<file path="config.mk">
export PLATFORM = sky130hd
export DESIGN_NAME = ram_stream_reader
export DESIGN_NICKNAME = d
export VERILOG_FILES = /design/src/rtl/ram_stream_reader.sv
export SDC_FILE = /design/constraint.sdc
export NUM_CORES = 1
export LEC_CHECK = 0
export CORE_ASPECT_RATIO = 1.4
export CORE_MARGIN = 4
export CORE_UTILIZATION = 30
export CTS_BUF_LIST = sky130_fd_sc_hd__clkbuf_8
export DETAILED_ROUTE_END_ITERATION = 10
export HOLD_SLACK_MARGIN = 0.1
export REMOVE_ABC_BUFFERS = 1
export SLEW_MARGIN = 20
export SYNTH_ARGS = -nofsm -noshare
export SYNTH_HDL_FRONTEND = slang
export SYNTH_SLANG_ARGS = --single-unit
</file>
<file path="constraint.sdc">
create_clock -name clk -period 5.39 [get_ports clk]
set_input_delay 1.078 -clock clk [delete_from_list [all_inputs] [get_ports clk]]
set_output_delay 1.078 -clock clk [all_outputs]
set_load 0.02 [all_outputs]
</file>
<file path="src/rtl/ram_stream_reader.sv">
// ram_stream_reader: sweeps a contiguous RAM address window and presents the
// words as a valid/ready stream. It absorbs the RAM's one-cycle read latency
// with a 2-entry output FIFO and an in-flight flag. Reads are issued only when
// there is guaranteed room for the returning word, so the FIFO cannot overflow.

module ram_stream_reader #(
    parameter int unsigned DATA_WIDTH = 8,
    parameter int unsigned ADDR_WIDTH = 4
) (
    input  logic                  clk,
    input  logic                  rst_n,
    input  logic                  start_i,
    input  logic [ADDR_WIDTH-1:0] base_addr_i,
    input  logic [ADDR_WIDTH:0]   length_i,
    output logic                  busy_o,
    output logic                  done_o,
    output logic [ADDR_WIDTH-1:0] ram_read_addr_o,
    input  logic [DATA_WIDTH-1:0] ram_read_data_i,
    output logic [DATA_WIDTH-1:0] data_o,
    output logic                  valid_o,
    input  logic                  ready_i,
    output logic                  last_o
);

    typedef enum logic [1:0] {StIdle, StRun, StDone} state_e;

    state_e                state_q;
    logic [ADDR_WIDTH-1:0] addr_cnt_q;
    logic [ADDR_WIDTH:0]   remaining_q;
    logic                  inflight_q;

    // Output FIFO: two entries, pointer-based
    logic [DATA_WIDTH-1:0] buf_q [2];
    logic                  wr_ptr_q;
    logic                  rd_ptr_q;
    logic [1:0]            buf_count_q;

    logic                  push;
    logic                  pop;
    logic                  issue;
    logic                  last_word;
    logic [2:0]            occupancy;
    logic [2:0]            occ_after_pop;

    // Stream outputs come straight from the FIFO head
    assign valid_o         = (buf_count_q != 2'd0);
    assign data_o          = buf_q[rd_ptr_q];
    assign last_o          = last_word;
    assign ram_read_addr_o = addr_cnt_q;

    // Handshake, read-issue and last-word decode
    always_comb begin
        push          = inflight_q;
        pop           = valid_o & ready_i;
        occupancy     = {1'b0, buf_count_q} + {2'b00, inflight_q};
        // pop implies buf_count >= 1, so this never underflows
        occ_after_pop = occupancy - {2'b00, pop};
        issue         = (state_q == StRun) && (remaining_q != '0) && (occ_after_pop < 3'd2);
        // Head is the final word once nothing is left to read or in flight
        last_word     = (state_q == StRun) && (remaining_q == '0) && !inflight_q &&
                        (buf_count_q == 2'd1);
    end

    // Control FSM with address/length counters and registered busy/done
    always_ff @(posedge clk or negedge rst_n) begin
        if (!rst_n) begin
            state_q     <= StIdle;
            addr_cnt_q  <= '0;
            remaining_q <= '0;
            inflight_q  <= 1'b0;
            busy_o      <= 1'b0;
            done_o      <= 1'b0;
        end else begin
            inflight_q <= issue;
            done_o     <= 1'b0;
            if (issue) begin
                // Address wraps naturally at 2**ADDR_WIDTH
                addr_cnt_q  <= addr_cnt_q + ADDR_WIDTH'(1);
                remaining_q <= remaining_q - (ADDR_WIDTH + 1)'(1);
            end
            unique case (state_q)
                StIdle: begin
                    if (start_i) begin
                        if (length_i == '0) begin
                            state_q <= StDone;
                            done_o  <= 1'b1;
                        end else begin
                            addr_cnt_q  <= base_addr_i;
                            remaining_q <= length_i;
                            busy_o      <= 1'b1;
                            state_q     <= StRun;
                        end
                    end
                end
                StRun: begin
                    if (pop && last_word) begin
                        state_q <= StDone;
                        done_o  <= 1'b1;
                        busy_o  <= 1'b0;
                    end
                end
                StDone: begin
                    // start_i deliberately ignored here
                    state_q <= StIdle;
                end
                default: begin
                    state_q <= StIdle;
                end
            endcase
        end
    end

    // Output FIFO: capture returning read data, advance on handshake
    always_ff @(posedge clk or negedge rst_n) begin
        if (!rst_n) begin
            buf_q[0]    <= '0;
            buf_q[1]    <= '0;
            wr_ptr_q    <= 1'b0;
            rd_ptr_q    <= 1'b0;
            buf_count_q <= 2'd0;
        end else begin
            if (push) begin
                buf_q[wr_ptr_q] <= ram_read_data_i;
                wr_ptr_q        <= ~wr_ptr_q;
            end
            if (pop) begin
                rd_ptr_q <= ~rd_ptr_q;
            end
            if (push && !pop) begin
                buf_count_q <= buf_count_q + 2'd1;
            end else if (!push && pop) begin
                buf_count_q <= buf_count_q - 2'd1;
            end
        end
    end

endmodule

</file>
==> impl_metrics.yaml, run 1 <==
sta:
  rsz0062_at_grt: "false"
  finalCritPeriodShare_pct: 63.7
  fin_worst_skew_ps: 4.89
  setup_violations: 0
  max_freq_mhz: 291
  final-hold-violation-count: 0
  drv_slew: 0
  post-route-min-period_ps: 3430
  max_slew_margin_pct: 51.5
  finalSetupTns_ps: 0
  worst_pin_slew_ps: 726
yosys:
  ys_warn_count: 0
  ys_seq_area_share_pct: 50.7
  synth_edf_count: 0
  synth_top_cell_by_area: "dfrtp_1"
  synth_ff_type: "dfrtp_1"
  ys_seq_elements: 34
  ys_async_sr_fraction_pct: 100
  synth_compound_area_share_pct: 4.48
  synthAdderAreaFrac_pct: 6.42
  synth_xor_area_share_pct: 6.27
  synth_mux_area_share_pct: 17.3
  netlist_area_um2: 1680
  synth_top_family_by_area: "multiplexers"
  syn_inst: 139
  yosys.area_share.simple_pct: 11.6
  avgSynthCellArea_um2: 12.1
  yosys-top-cells-area: "dfrtp_1 51%, mux2_2 15%, ha_1 5.2%, xor2_1 4.2%, nand2_1 2.5%"
  ys_types: 33
  synth_top_area_share_pct: 50.7
setup_path:
  start_kind: "register"
  worstPathArrival_ps: 2350
  worst-path-max-fanout: 7
  critPathBufInv: 2
  required_ps: 4310
  worst_setup_path_end_kind: "primary output"
  cpMaxStageDelayCell: "clkdlybuf4s50_1"
  crit_chain: "inv_1 -> ha_1 -> or4b_1 -> nor2_1 -> clkdlybuf4s50_1"
  critPathTopFamily: "simple AND/OR/NAND/NOR gates"
  cpPeakStageDelay_ps: 640
  path_class: "reg2out"
floorplanning:
  die_w_um: 71.2
  die_y_um: 96.5
  fp.dieArea_um2: 6870
  start_util_pct: 31.6
  ioPinCount: 37
  rows: 31
  core_um2: 5310
route:
  drc: 0
  vias: 1142
  drt_wl_total_mm: 3.35
  antenna_left: 0
  first_pass_iters: 4
  avgRoutedWirePerCell_um: 13.7
  avgViaCountPerCell: 4.66
  drt_iter0_drc: 28
grt:
  grt_max_degree: 35
  grt_pass1_wl_mm: 5.80
  antenna_found_initial: 0
  grt_pass1_vias: 1272
  grt_overflow: 0
  grt_usage_pct: 11.1
cts:
  clock_sinks: 34
  post_cts_resize_count: 0
  clk_pin_slew_ps: 70
  clk_latency_ps: 280
  numCtsBuffers: 5
  cts_max_path_buffers: 2
  htreeDepth: 2
  cts-root-buf: "clkbuf_8"
  hold_buffers: 0
  cts_tree: "done"
  cts_setup_buffers: 0
pwr:
  ir_drop_uv: 344
  p_leak_nw: 0.942
  pwr_density_cell_nw_per_um2: 660
layout:
  layout-drive-gt1-share_pct: 20.1
  syn2layout_area_growth_pct: 33.4
  num_antenna_cells: 0
  layout_common_cells: "36 x clkdlybuf4s50_1, 34 x dfrtp_1, 23 x mux2_2, 11 x nand2_1, 8 x xor2_1"
  layout.nets: 207
  layout_commonest_cell: "clkdlybuf4s50_1"
  instances_no_fill: 245
hold_path:
  min_path_type: "reg2reg"
outcome:
  status: "finished, final reports clean"
place:
  hpwl_mm: 2.51
  port_buffers: 36
  place_congestion: 0.739
  dp_cells: 237
job:
  max-cap-violations: 0
[registers in the layout (all words and copies together), names as in the netlist]
signal and flops:
buf_count_q 2, ram_read_addr_o 4, done_o 1, busy_o 1, buf_q 16, wr_ptr_q 1
rd_ptr_q 1, inflight_q 1, state_q 2, remaining_q 5
[metrics by stage]
| stage | hold slack, ps | setup slack (ps) | total power, mW | util [%] | area [µm²] |
|---|---|---|---|---|---|
| 2_1_floorplan | 454 | 2430 | 0.960 | - | 1650 |
| 3_3_place_gp | 465 | 1890 | 1.18 | 39.5 | 2100 |
| 3_5_place_dp | 478 | 1820 | 1.21 | 39.5 | 2100 |
| 4_1_cts | 492 | 1920 | 1.50 | 42.1 | 2240 |
| 5_1_grt | 512 | 1810 | 1.59 | 42.1 | 2240 |
| 6_report | 498 | 1960 | 1.48 | 42.1 | 2240 |
[cell type report]
class	count	area, µm²
Clock inverter	3	68.8
Tap cell	66	82.6
Timing Repair Buffer	37	368
Sequential cell	34	851
Inverter	7	26.3
Multi-Input combinational cell	93	772
Clock buffer	5	68.8
Fill cell	489	3080
[worst register-to-register path, delay by kind of cell, from the launching register on]
family          cells  cell delay [ps]
flops               1              440
simple gates        3              550
fa+ha+maj           3              800
xor+xnor            1              390
mux                 1              190
buf+inv             3              230
compound gates      1               80
[power by group]
part           leakage, nW  switching [mW]  total [mW]  internal [mW]
clock network       0.0683          0.0927       0.278          0.185
registers            0.401          0.0958       0.478          0.382
logic                0.473           0.331       0.720          0.389
[cells by family after synthesis]
family | after synthesis
AND/OR/NAND/NOR | 34
flip-flops | 34
multiplexers | 26
AO/OA/AOI/OAI | 13
XOR/XNOR | 12
buffers and inverters | 12
adder cells (fa/ha/maj) | 8
[per-layer routing]
metal,vias to the layer above,part of all wire [%],global-route usage [%]
met5,-,0,0
met4,0,1.9,4.70
met3,6,6.5,3.42
met2,40,49,19.7
met1,538,43,12.1
li1,558,-,-
[synth_stat cells, types with 2 or more instances]
library cell,number
dfrtp_1,34
mux2_2,23
nand2_1,11
xor2_1,8
ha_1,7
nor2_1,6
inv_1,5
nand4_1,5
o21ai_1,5
a21oi_1,4
xnor2_1,4
clkbuf_1,3
inv_2,2
mux2i_1,2
nor2b_1,2
[final timing paths]
kind / startpoint / endpoint / slack, ps / depth (start not counted)
worst min register to register: busy_o$_DFFE_PN0P_ / busy_o$_DFFE_PN0P_ / 500 / 1
max in group asynchronous: rst_n / inflight_q$_DFF_PN0_ / 3880 / 2
worst max register to register: buf_count_q[1]$_DFFE_PN0P_ / ram_read_addr_o[1]$_DFF_PN0_ / 2570 / 12
worst max-delay path: remaining_q[1]$_DFF_PN0_ / last_o / 1960 / 5
worst min-delay path: busy_o$_DFFE_PN0P_ / busy_o$_DFFE_PN0P_ / 500 / 1
min in group asynchronous: rst_n / rd_ptr_q$_DFFE_PN0P_ / 1210 / 2
Note: power is estimated with default switching activity, not from simulation.
==> run 2, diff against run 1 <==
==> constraint.sdc (replaced) <==
create_clock -name clk -period 2.89 [get_ports clk]
set_input_delay 0.578 -clock clk [delete_from_list [all_inputs] [get_ports clk]]
set_output_delay 0.578 -clock clk [all_outputs]
set_load 0.02 [all_outputs]
==> run 2 against run 1 <==
Net effect:
- via count is 2.3% higher
- power is 80% higher
- sequential share of layout area is 0.45 points higher
- critical endpoint is now remaining_q[2]$_DFF_PN0_
==> impl_metrics.yaml, run 2 (synthesis gave the netlist of run 1 again) <==
floorplanning:
  die_w_um: 71.2
  fp.dieArea_um2: 6870
  die_y_um: 96.5
  core_um2: 5310
  ioPinCount: 37
  start_util_pct: 31.6
  rows: 31
cts:
  cts_tree: "done"
  numCtsBuffers: 5
  cts_setup_buffers: 0
  cts-root-buf: "clkbuf_8"
  clk_pin_slew_ps: 60
  clock_sinks: 34
  cts_max_path_buffers: 2
  htreeDepth: 2
  clk_latency_ps: 270
sta:
  rsz0062_at_grt: "false"
  post-route-min-period_ps: 2610
  final-hold-violation-count: 0
  max_slew_margin_pct: 49.3
  fin_worst_skew_ps: 3.43
  finalCritPeriodShare_pct: 90.5
  hold_ws_ps: 492
  finalSetupTns_ps: 0
  drv_slew: 0
  max_freq_mhz: 382
  setup_violations: 0
  worst_pin_slew_ps: 759
setup_path:
  worstPathArrival_ps: 2770
  worst-path-max-fanout: 5
  r2r_cells: 13
  worst_setup_path_end_kind: "register"
  required_ps: 3040
  start_kind: "register"
  path_class: "reg2reg"
  r2r-end: "remaining_q[2]$_DFF_PN0_"
  reg2reg_slack_ps: 280
  r2r_start: "buf_count_q[1]$_DFFE_PN0P_"
outcome:
  status: "finished, final reports clean"
route:
  avgRoutedWirePerCell_um: 14.1
  avgViaCountPerCell: 4.73
  vias: 1168
  first_pass_iters: 4
  drc: 0
  antenna_left: 0
  drt_wl_total_mm: 3.48
  drt_iter0_drc: 20
hold_path:
  min_path_type: "reg2reg"
  hold_depth: 1
  hold_end: "wr_ptr_q$_DFFE_PN0P_"
  hp-start: "wr_ptr_q$_DFFE_PN0P_"
layout:
  nFillCells: 491
  layout_common_cells: "35 x clkdlybuf4s50_1, 34 x dfrtp_1, 23 x mux2_2, 11 x nand2_1, 8 x xor2_1"
  num_antenna_cells: 0
  top_register: "buf_q"
  syn2layout_area_growth_pct: 31.9
  largest_reg_flops: 16
  layout-drive-gt1-share_pct: 21.0
  layout.nets: 211
  layout_commonest_cell: "clkdlybuf4s50_1"
place:
  port_buffers: 36
  hpwl_mm: 2.62
  place_congestion: 0.746
grt:
  grt_max_degree: 35
  grt_pass1_vias: 1294
  grt_overflow: 0
  grt_usage_pct: 11.2
  antenna_found_initial: 0
  grt_pass1_wl_mm: 5.85
job:
  max-cap-violations: 0
pwr:
  ir_drop_uv: 630
  p_leak_nw: 0.940
  total_power_mw: 2.65
  pwr_density_cell_nw_per_um2: 1200
## run 2: final cells by class
type                            count  area [µm²]  share of cell area (%)
Sequential cell                    34         851                    38.5
Multi-Input combinational cell     93         772                    34.9
Timing Repair Buffer               41         397                    17.9
Clock buffer                        6        82.6                    3.74
Tap cell                           66        82.6                    3.74
Inverter                            7        26.3                    1.19
## run 2: worst max-delay path by stage
stage	slack, ps	depth (start not counted)	to	startpoint
after floorplan	250	12	ram_read_addr_o[1]$_DFF_PN0_	buf_count_q[1]$_DFFE_PN0P_
after global placement	50	10	remaining_q[1]$_DFF_PN0_	ready_i
after detailed placement	20	10	ram_read_addr_o[1]$_DFF_PN0_	ready_i
after CTS	220	13	remaining_q[2]$_DFF_PN0_	buf_count_q[1]$_DFFE_PN0P_
after global routing	90	13	remaining_q[2]$_DFF_PN0_	buf_count_q[1]$_DFFE_PN0P_
final	280	13	remaining_q[2]$_DFF_PN0_	buf_count_q[1]$_DFFE_PN0P_
## run 2: stage by stage
stage / instance area, µm² / instances / utilization (%) / setup WS, ps
after floorplan: 1650 / 134 / - / 250
after global placement: 2130 / 241 / 40.1 / 50.6
after detailed placement: 2130 / 241 / 40.1 / 17.8
after CTS: 2210 / 247 / 41.6 / 221
after global routing: 2210 / 247 / 41.6 / 90.2
final: 2210 / 247 / 41.6 / 276
## run 2: routing by layer
layer / track usage, % / part of all wire [%] / vias to the layer above
li1: - / - / 559
met1: 12.1 / 40 / 566
met2: 20.2 / 53 / 38
met3: 3.62 / 5.5 / 5
met4: 4.23 / 1.5 / 0
met5: 0 / 0 / -
## run 2: critical path: stages, from the launching register on
cell and delay (ps):
dfrtp_1 440, inv_1 110, ha_1 160, inv_2 40, nand2_1 90, inv_2 40, ha_1 250, nand2b_1 160
fa_1 480, and3b_1 190, buf_4 140, nand4_1 140, xor2_1 180, o21ai_1 70
## run 2: where the power goes
group,internal [mW],total [mW],switching [mW]
clock network,0.183,0.330,0.147
logic,0.777,1.43,0.649
registers,0.713,0.894,0.181
## run 2: repair_timing
action / 4_1_cts / 5_1_grt
hold buffers: 0 / 0
resized for setup: 1 / 0
endpoints found under the setup margin: 1 / 0
